$ cat config.mk
export PLATFORM = sky130hd
export DESIGN_NAME = calendar_set_ctrl
export DESIGN_NICKNAME = d
export VERILOG_FILES = /design/src/rtl/calendar_set_ctrl.sv
export SDC_FILE = /design/constraint.sdc
export NUM_CORES = 1
export LEC_CHECK = 0
export ABC_AREA = 1
export CAP_MARGIN = 20
export CORE_MARGIN = 4
export CORE_UTILIZATION = 53
export DETAILED_ROUTE_END_ITERATION = 10
export PLACE_DENSITY = 0.72
export REMOVE_ABC_BUFFERS = 1
export SLEW_MARGIN = 20
export SYNTH_ARGS = -nofsm -noshare
export SYNTH_HDL_FRONTEND = slang
export SYNTH_SLANG_ARGS = --single-unit
export TNS_END_PERCENT = 50
$ cat constraint.sdc
create_clock -name clk -period 4.5 [get_ports clk]
set_input_delay 0.9 -clock clk [delete_from_list [all_inputs] [get_ports clk]]
set_output_delay 0.9 -clock clk [all_outputs]
set_load 0.01 [all_outputs]
$ cat src/rtl/calendar_set_ctrl.sv
// ---------------------------------------------------------------------------
// calendar_set_ctrl
// Mode/sequencing controller for the clock-calendar counter chain.
//  * Generates the 100 Hz time-base tick (only while running).
//  * Runs the user set-mode FSM: select a field, issue single-cycle increment
//    pulses with auto-repeat, blink the selected field, and fall back to RUN
//    after an inactivity timeout.
//
// Ports
//   clk         in   system clock
//   rst         in   synchronous, active-high reset
//   btn_mode    in   mode button level (synchronized, debounced)
//   btn_next    in   next-field button level
//   btn_inc     in   increment button level
//   tick_100hz  out  1-cycle pulse every TICK_DIV clks, only in RUN
//   run         out  1 in RUN (counter chain enable)
//   inc_hour/inc_min/inc_day/inc_month/inc_year
//               out  1-cycle increment pulses for the selected field
//   field_sel   out  0=RUN 1=HOUR 2=MIN 3=DAY 4=MONTH 5=YEAR
//   blink       out  display-visible flag for the selected field
//   clr_sec     out  clear-seconds pulse on SET->RUN
//
// Optional feature macro: SET_CLEAR_SECONDS_EN
//   defined   -> clr_sec pulses for one cycle with every SET->RUN transition
//   undefined -> clr_sec is constant 0
// ---------------------------------------------------------------------------
module calendar_set_ctrl #(
    parameter int TICK_DIV    = 500000,
    parameter int REPEAT_DLY  = 50,
    parameter int REPEAT_RATE = 10,
    parameter int BLINK_HALF  = 25,
    parameter int TIMEOUT     = 3000
) (
    input  logic       clk,
    input  logic       rst,
    input  logic       btn_mode,
    input  logic       btn_next,
    input  logic       btn_inc,
    output logic       tick_100hz,
    output logic       run,
    output logic       inc_hour,
    output logic       inc_min,
    output logic       inc_day,
    output logic       inc_month,
    output logic       inc_year,
    output logic [2:0] field_sel,
    output logic       blink,
    output logic       clr_sec
);

    localparam int REP_MAX = (REPEAT_DLY > REPEAT_RATE) ? REPEAT_DLY : REPEAT_RATE;
    localparam int PRE_W   = $clog2(TICK_DIV + 1);
    localparam int REP_W   = $clog2(REP_MAX + 1);
    localparam int BLK_W   = $clog2(BLINK_HALF + 1);
    localparam int TO_W    = $clog2(TIMEOUT + 1);

    typedef enum logic [2:0] {
        RUN       = 3'd0,
        SET_HOUR  = 3'd1,
        SET_MIN   = 3'd2,
        SET_DAY   = 3'd3,
        SET_MONTH = 3'd4,
        SET_YEAR  = 3'd5
    } stateT;

    stateT             state;
    stateT             nextState;
    logic              btnModeQ;
    logic              btnNextQ;
    logic              btnIncQ;
    logic [PRE_W-1:0]  preCnt;
    logic [REP_W-1:0]  repCnt;
    logic              repPhase;   // 0: waiting for first repeat, 1: repeating
    logic [BLK_W-1:0]  blinkCnt;
    logic [TO_W-1:0]   toCnt;

    logic edgeMode;
    logic edgeNext;
    logic edgeInc;
    logic anyEdge;
    logic inSet;
    logic wrap;
    logic holdInc;
    logic repFire;
    logic timeoutHit;
    logic incFire;

    // Edge detection, tick, auto-repeat/timeout decisions and next-state logic
    always_comb begin
        edgeMode = btn_mode & ~btnModeQ;
        edgeNext = btn_next & ~btnNextQ;
        edgeInc  = btn_inc & ~btnIncQ;
        anyEdge  = edgeMode | edgeNext | edgeInc;
        inSet    = (state != RUN);
        wrap     = (preCnt == PRE_W'(TICK_DIV - 1));

        // Auto-repeat only runs while the button is held past its edge cycle
        // and no higher-priority edge is moving the FSM this cycle.
        holdInc = inSet & btn_inc & btnIncQ & ~edgeMode & ~edgeNext;

        if (holdInc && wrap) begin
            if (!repPhase) begin
                repFire = (repCnt == REP_W'(REPEAT_DLY - 1));
            end else begin
                repFire = (repCnt == REP_W'(REPEAT_RATE - 1));
            end
        end else begin
            repFire = 1'b0;
        end

        timeoutHit = inSet & ~anyEdge & ~btn_inc & wrap & (toCnt == TO_W'(TIMEOUT - 1));
        incFire    = inSet & ~edgeMode & ~edgeNext & (edgeInc | repFire);

        nextState = state;
        case (state)
            RUN: begin
                if (edgeMode) begin
                    nextState = SET_HOUR;
                end else begin
                    nextState = RUN;
                end
            end
            SET_HOUR, SET_MIN, SET_DAY, SET_MONTH, SET_YEAR: begin
                if (edgeMode || (!edgeNext && timeoutHit)) begin
                    nextState = RUN;
                end else if (edgeNext) begin
                    case (state)
                        SET_HOUR:  nextState = SET_MIN;
                        SET_MIN:   nextState = SET_DAY;
                        SET_DAY:   nextState = SET_MONTH;
                        SET_MONTH: nextState = SET_YEAR;
                        default:   nextState = SET_HOUR;
                    endcase
                end else begin
                    nextState = state;
                end
            end
            default: nextState = RUN;
        endcase
    end

    // State, counters and all registered outputs
    always_ff @(posedge clk) begin
        if (rst) begin
            state      <= RUN;
            btnModeQ   <= 1'b0;
            btnNextQ   <= 1'b0;
            btnIncQ    <= 1'b0;
            preCnt     <= '0;
            repCnt     <= '0;
            repPhase   <= 1'b0;
            blinkCnt   <= '0;
            toCnt      <= '0;
            tick_100hz <= 1'b0;
            run        <= 1'b1;
            inc_hour   <= 1'b0;
            inc_min    <= 1'b0;
            inc_day    <= 1'b0;
            inc_month  <= 1'b0;
            inc_year   <= 1'b0;
            field_sel  <= 3'd0;
            blink      <= 1'b1;
            clr_sec    <= 1'b0;
        end else begin
            btnModeQ  <= btn_mode;
            btnNextQ  <= btn_next;
            btnIncQ   <= btn_inc;
            state     <= nextState;
            run       <= (nextState == RUN);
            field_sel <= nextState;

            // Restart the time base on re-entering RUN so the first tick
            // arrives a full period later.
            if (inSet && (nextState == RUN)) begin
                preCnt <= '0;
            end else if (wrap) begin
                preCnt <= '0;
            end else begin
                preCnt <= preCnt + PRE_W'(1);
            end
            tick_100hz <= wrap & ~inSet & (nextState == RUN);

            inc_hour  <= incFire & (state == SET_HOUR);
            inc_min   <= incFire & (state == SET_MIN);
            inc_day   <= incFire & (state == SET_DAY);
            inc_month <= incFire & (state == SET_MONTH);
            inc_year  <= incFire & (state == SET_YEAR);

            if (!holdInc) begin
                repCnt   <= '0;
                repPhase <= 1'b0;
            end else if (repFire) begin
                repCnt   <= '0;
                repPhase <= 1'b1;
            end else if (wrap) begin
                repCnt <= repCnt + REP_W'(1);
            end else begin
                repCnt <= repCnt;
            end

            // Blink restarts visible whenever the user does something.
            if (!inSet || (nextState == RUN) || edgeNext || incFire) begin
                blinkCnt <= '0;
                blink    <= 1'b1;
            end else if (wrap) begin
                if (blinkCnt == BLK_W'(BLINK_HALF - 1)) begin
                    blinkCnt <= '0;
                    blink    <= ~blink;
                end else begin
                    blinkCnt <= blinkCnt + BLK_W'(1);
                end
            end else begin
                blinkCnt <= blinkCnt;
            end

            if (!inSet || anyEdge || btn_inc || (nextState == RUN)) begin
                toCnt <= '0;
            end else if (wrap) begin
                toCnt <= toCnt + TO_W'(1);
            end else begin
                toCnt <= toCnt;
            end

`ifdef SET_CLEAR_SECONDS_EN
            clr_sec <= inSet & (nextState == RUN);
`else
            clr_sec <= 1'b0;
`endif
        end
    end

endmodule

Yosys cells after proc, flatten, opt, wreduce, memory -nomap -nowiden
Index checks and enable logic that the tools add are counted.
{"block": "classes", "n_addsub": 4, "eq_ne": 10, "n_mux": 8, "bitwise": 34, "reduce_logical": 22}
{"op": "AND 1 bit", "n": 21}
{"op": "adder 19 x 1 -> 19 bit, second input constant", "n": 1}
{"op": "equality test 19 bit, second input constant", "n": 1}
{"op": "adder 12 x 1 -> 12 bit, second input constant", "n": 1}
{"op": "equality test 12 bit, second input constant", "n": 1}
{"op": "case mux 3 bit (4 select lines)", "n": 1}
{"op": "inverter 1 bit", "n": 10}
{"op": "logical OR 1 bit", "n": 7}
{"op": "adder 6 x 1 -> 6 bit, second input constant", "n": 1}
{"op": "equality test 3 x 2 -> 1 bit, second input constant", "n": 2}
{"op": "equality test 3 bit, second input constant", "n": 2}
{"op": "equality test 6 x 4 -> 1 bit, second input constant", "n": 1}
{"op": "equality test 6 bit, second input constant", "n": 1}
{"op": "logical NOT 3 bit", "n": 2}
{"op": "2-to-1 mux 3 bit", "n": 2}
{"op": "case mux 3 bit (2 select lines)", "n": 1}
{"op": "OR reduction 2 bit", "n": 3}
{"op": "OR reduction 3 bit", "n": 2}
{"op": "adder 5 x 1 -> 5 bit, second input constant", "n": 1}
{"op": "equality test 5 bit, second input constant", "n": 1}
{"op": "2-to-1 mux 5 bit", "n": 1}
{"op": "OR reduction 5 bit", "n": 1}
{"op": "equality test 3 x 1 -> 1 bit, second input constant", "n": 1}
{"op": "logical AND 1 bit", "n": 3}
{"op": "other kinds (5)", "n": 10}
{"block": "word_totals", "reg_bits": 57, "input_bits": 5, "out_inout_bits": 12, "word_cells": 95}

Depth between registers and ports, before layout
{"block": "logic_depth", "word_depth": 18, "mapped_depth": 14, "depth_no_buf": 13}

Least setup slack after synthesis
OpenSTA, ideal clock, no wires.
{"block": "synth_path", "path_kind": "input-to-reg", "from": "input btn_next", "to": "register preCnt[15]", "setup_time_ns": 0.116, "t_arrival_ns": 1.988, "required_time_ns": 4.384, "path_slack_ns": 2.396, "stages": 13, "n_path_buf": 1, "cell_sequence": "nand2_1 nand2_1 nor2_1 nand2_1 nor2_1 nand2_1 nand3_1 nand2_1 inv_2 nand3_2 nand2_4 buf_6 nor2_1"}
{"block": "synth_between", "elab_chain_len": 15, "elab_cells_between_ends": 17, "classes_between": "mux (3); bitwise (8); reduce/logical (6)"}
{"item": "from (decl)", "line": "37", "rtl": "input logic btn_next,"}
{"item": "AND 1 bit *", "line": "91", "rtl": "edgeNext = btn_next & ~btnNextQ;"}
{"item": "bitwise OR 1 bit (2 in series)", "line": "93", "rtl": "anyEdge = edgeMode | edgeNext | edgeInc;"}
{"item": "inverter 1 bit", "line": "111", "rtl": "timeoutHit = inSet & ~anyEdge & ~btn_inc & wrap & (toCnt == TO_W'(TIMEOUT - 1));"}
{"item": "AND 1 bit (4 in series)", "line": "111"}
{"item": "logical AND 1 bit", "line": "124", "rtl": "if (edgeMode || (!edgeNext && timeoutHit)) begin"}
{"item": "logical OR 1 bit", "line": "124"}
{"item": "2-to-1 mux 3 bit *", "line": "124"}
{"item": "case mux 3 bit (2 select lines) *", "line": "115", "rtl": "case (state)"}
{"item": "logical NOT 3 bit *", "line": "174", "rtl": "if (inSet && (nextState == RUN)) begin"}
{"item": "logical AND 1 bit *", "line": "174"}
{"item": "OR reduction 3 bit (no line) *"}
{"item": "to (signal assigned)", "line": "179", "rtl": "preCnt <= preCnt + PRE_W'(1);"}
{"item": "to (decl)", "line": "71", "rtl": "logic [PRE_W-1:0] preCnt;"}
Every way passes the cells marked *; elsewhere a longest branch is shown, timed or not.
A chain may end at the register's enable or synchronous reset.

Worst setup path in the final report
{"block": "layout_path", "from": "register preCnt[0]", "to": "register toCnt[8]"}
{"block": "layout_between", "elab_chain_len": 10}
{"item": "equality test 19 bit *", "line": "95", "rtl": "wrap = (preCnt == PRE_W'(TICK_DIV - 1));"}
{"item": "AND 1 bit (2 in series)", "line": "111"}
{"item": "logical AND 1 bit", "line": "124"}
{"item": "logical OR 1 bit", "line": "124"}
{"item": "2-to-1 mux 3 bit", "line": "124"}
{"item": "case mux 3 bit (2 select lines)", "line": "115"}
{"item": "logical NOT 3 bit", "line": "216", "rtl": "if (!inSet || anyEdge || btn_inc || (nextState == RUN)) begin"}
{"item": "logical OR 1 bit", "line": "216"}
{"item": "OR reduction 2 bit (no line)"}
{"item": "to (signal assigned)", "line": "219", "rtl": "toCnt <= toCnt + TO_W'(1);"}
{"item": "to (signal assigned)", "line": "221", "rtl": "toCnt <= toCnt;"}
{"item": "to (decl)", "line": "75", "rtl": "logic [TO_W-1:0] toCnt;"}
Marked as above.

==> results <==
- For the pin with the worst max-slew slack, the measured transition is 0.995 ns.
- The number of buffers inserted by post-CTS setup repair is 0.
- The worst setup timing slack at the placement stage is 1.72 ns.
- The area of the mapped netlist is 0.00283 mm^2.
- The number of ports placed on the die boundary is 17.
- The routability-driven placement congestion ratio is roughly 0.8.
- Among all stages on the critical path, the largest delay is contributed by nor2_2.
- The worst voltage drop across the vdd grid is 306 uV.
- The detailed-route wire length per cell is 10.8 um.
- The worst-case headroom to the max-slew limit is approximately 34%.
- Along the worst hold path, the cell count comes to 1.
- The deepest clock path buffer count is 2.
- The top cell type by area accounts for slightly above 40% of the synthesized area.
- The post-synthesis register bit count is 57.
- The setup skew after layout is 0.00938 ns.
- The number of detailed-routing iterations run before antenna repair is 4.
- Setup repair after global routing left no endpoint under its margin.
- The clock reaches the later pin of the worst-skew pair after between 0.3 and 0.4 ns.
- The floorplan step defined a die boundary enclosing approximately 0.0066 mm^2.
- Port buffering added 15 buffers.
- The floorplan has 26 rows.
- Hold repair after CTS inserted 0 buffers.
- The total via count after detailed routing is between 2000 and 2500.
- The count of antenna-violating nets left after detailed routing is 0.
- The cell family contributing the most delay on the critical path is simple AND/OR/NAND/NOR gates.
- The final layout contains 425 nets.
- Summed over all failing endpoints, the final setup total negative slack is 0 ns.
- Of all nets on the critical path, the largest fanout is 21.
- The number of pins with negative max-slew slack in the final report is 0.
- The final critical path takes up between 50% and 60% of the cycle.
- The final setup violation count is 0.
- The share of the core filled with cells in the final layout is between 60% and 70%.
- After synthesis, the cell types taking the most area are dfxtp_1, nor2_1, nand2_1.
- For this run, the top clock speed supported by timing is roughly 390 MHz.
- The final count of hold timing violations is 0.
- The initial utilization of the core area, before any placement, comes to a little under three fifths.
- The count of yosys warnings during synthesis is 0.
- The launching element type of the critical path is a flop.
- The largest single stage delay on the critical path is roughly 0.75 ns.
- Clock tree synthesis found a total of between 50 and 60 sinks.
- In the final layout, the multi-input gates occupy ~0.0014 mm^2.
- The proportion of layout cells with a drive suffix above 1 is between 7 and 8%.
- After layout, the design draws a total of ~1 mW.
- The average instance area after synthesis is slightly above 7 um^2.
- For the worst setup path, the data required time is between 4 and 5 ns.
- STA classifies the critical path endpoint as a flop.
- The relative area change from synthesis to final layout is 13.0%.
- The count of cells along the worst register-to-register path is 12.
- The number of buffers created by CTS is 9.
- TritonCTS built the clock tree.
- The number of antenna violations at the first check in global routing came to 0.
- The die height is 81.0 um.
- In this run the clock root is driven by a clkbuf_8.
- After detailed routing, the number of remaining DRC violations is 0.
- The post-detailed-route via-to-cell ratio is ~4.9.
- The reported max-cap violation count is 0.
- The critical path arrival is between 2 and 3 ns.
- The sequential-to-total area share from yosys stat is 40.4%.
- In the final layout, flip-flops and latches occupy 0.00114 mm^2.
- The critical path depth in cells is 12.
- For this block, the initial DRC count from the detailed router was 108.
- Entering global routing, the biggest net connects 22 pins.
- The number of H-tree levels is 3.
- The unique cell type count in the Yosys netlist is 33.
- The total congestion overflow is 0.
- The total routing resource utilization after global routing is approximately a fifth.
- The repair_antennas step left the layout with diodes totalling 0.
- Power spread over the standard cell area amounts to approximately 310 mW/mm^2.
- The clock edge transition at the registers on the reported setup and hold paths is roughly 0.06 ns.
- The die outline width is a little over 80 um.
- The filler cells instantiated in the layout total between 500 and 600.
- The cell type with the highest aggregate area in the netlist is dfxtp_1.
- Together, buffers and inverters on the worst path number 2.
- Across all hold checks on the routed design, the worst slack comes to between 0.4 and 0.5 ns.
- The synthesized netlist cell count is between 300 and 400.
- The leakage power is roughly 1.2 nW.
- The run finished with clean final reports.
- The half-perimeter wire length after detailed placement is approximately 3800 um.
- The routed wire length is roughly 5300 um.
- The type of the worst min-delay path is reg2reg.
- The via count of the first global-routing pass is approximately 2300.
- The worst path setup slack after routing is roughly 1.9 ns.
- The core footprint is 0.00514 mm^2.
- The number of gates resized after cts is 0.
- The critical path goes through ha_1 > nand3_2 > inv_1 > nand3_1 > nor2_2 > nand2_1 > nand3_1 > nand2_1 > inv_2 > nand2_2 > nand3_2 > nor2_1.
- The shortest period the worst path allows is approximately 2.6 ns.
- The kind of critical path is reg2reg.
- The first global-routing pass estimated 9500 um of wire.
placed cells by master, fill, tap and decap left out, types with 7 or more instances in the layout:
cell type,instances
nor2_1,82
clkdlybuf4s50_1,15
dfxtp_1,57
nand2_1,65
nand4_1,7
nand3_1,30
clkbuf_8,11
a21oi_1,8
o21ai_0,10
xor2_1,25
inv_1,63
state kept, by name (all words and copies together), names as in the netlist, 3 cells and up:
register and flops:
preCnt 19, blinkCnt 5, toCnt 12, state 3, repCnt 6
area by class of cell:
cell class	instances	area share, %
repair buffers	15	4.70
clock inverters	4	0.861
multi-input cells	266	43.4
flip-flops and latches	57	35.7
inverters	65	7.71
well taps	70	2.74
clock buffers	12	4.86
where the power goes:
| group | total (mW) | internal, mW | switching (mW) |
|---|---|---|---|
| registers | 0.515 | 0.511 | 0.00449 |
| logic | 0.0484 | 0.0175 | 0.0309 |
| clock network | 0.432 | 0.229 | 0.203 |
routing by layer:
layer,vias up,routed length [um],global-route usage (%)
met1,1083,2470,21.0
li1,1255,-,-
met3,14,224,5.32
met2,46,2440,32.0
met4,0,154,10.8
met5,-,0,0
cells in the mapped netlist:
master / count
nor3_2: 1
clkbuf_1: 1
a22oi_1: 1
buf_4: 2
xnor2_1: 6
dfxtp_1: 57
ha_1: 6
o21bai_1: 1
nand2_2: 2
nor2_1: 82
a21boi_0: 2
inv_1: 63
nor2_4: 1
nor2_2: 2
nand4_1: 7
inv_2: 1
a21oi_1: 8
a21boi_2: 1
nand2_4: 1
nor4_1: 3
xor2_1: 25
a21oi_2: 1
o21ai_0: 10
nor3_1: 3
inv_4: 1
nand2_1: 65
o21a_1: 2
buf_6: 3
conb_1: 1
nand3_1: 30
nand3_2: 3
o21ai_2: 1
and3_1: 1
path summary, 6_finish.rpt:
kind	end	slack (ns)	startpoint
hold reg to reg	preCnt[0]	0.46	preCnt[0]
setup / recovery	toCnt[8]	1.93	preCnt[0]
hold / removal	preCnt[0]	0.46	preCnt[0]
setup reg to reg	toCnt[8]	1.93	preCnt[0]
logic make-up after synthesis:
family | share of synthesized area (%)
other | 0.133
and+or+nand+nor | 30.9
adders and majority gates | 2.65
buffers and inverters | 10.6
xor gates and xnor gates | 9.60
DFF | 40.4
AOI/OAI and AO/OA | 5.80
per-stage QoR:
| stage | std cells | area (um^2) |
|---|---|---|
| 2_1_floorplan | 388 | 2780 |
| 3_3_place_gp | 473 | 3010 |
| 3_5_place_dp | 473 | 3010 |
| 4_1_cts | 489 | 3200 |
| 5_1_grt | 489 | 3200 |
| 6_report | 489 | 3200 |
No activity file was read; power rests on OpenSTA's default activity.
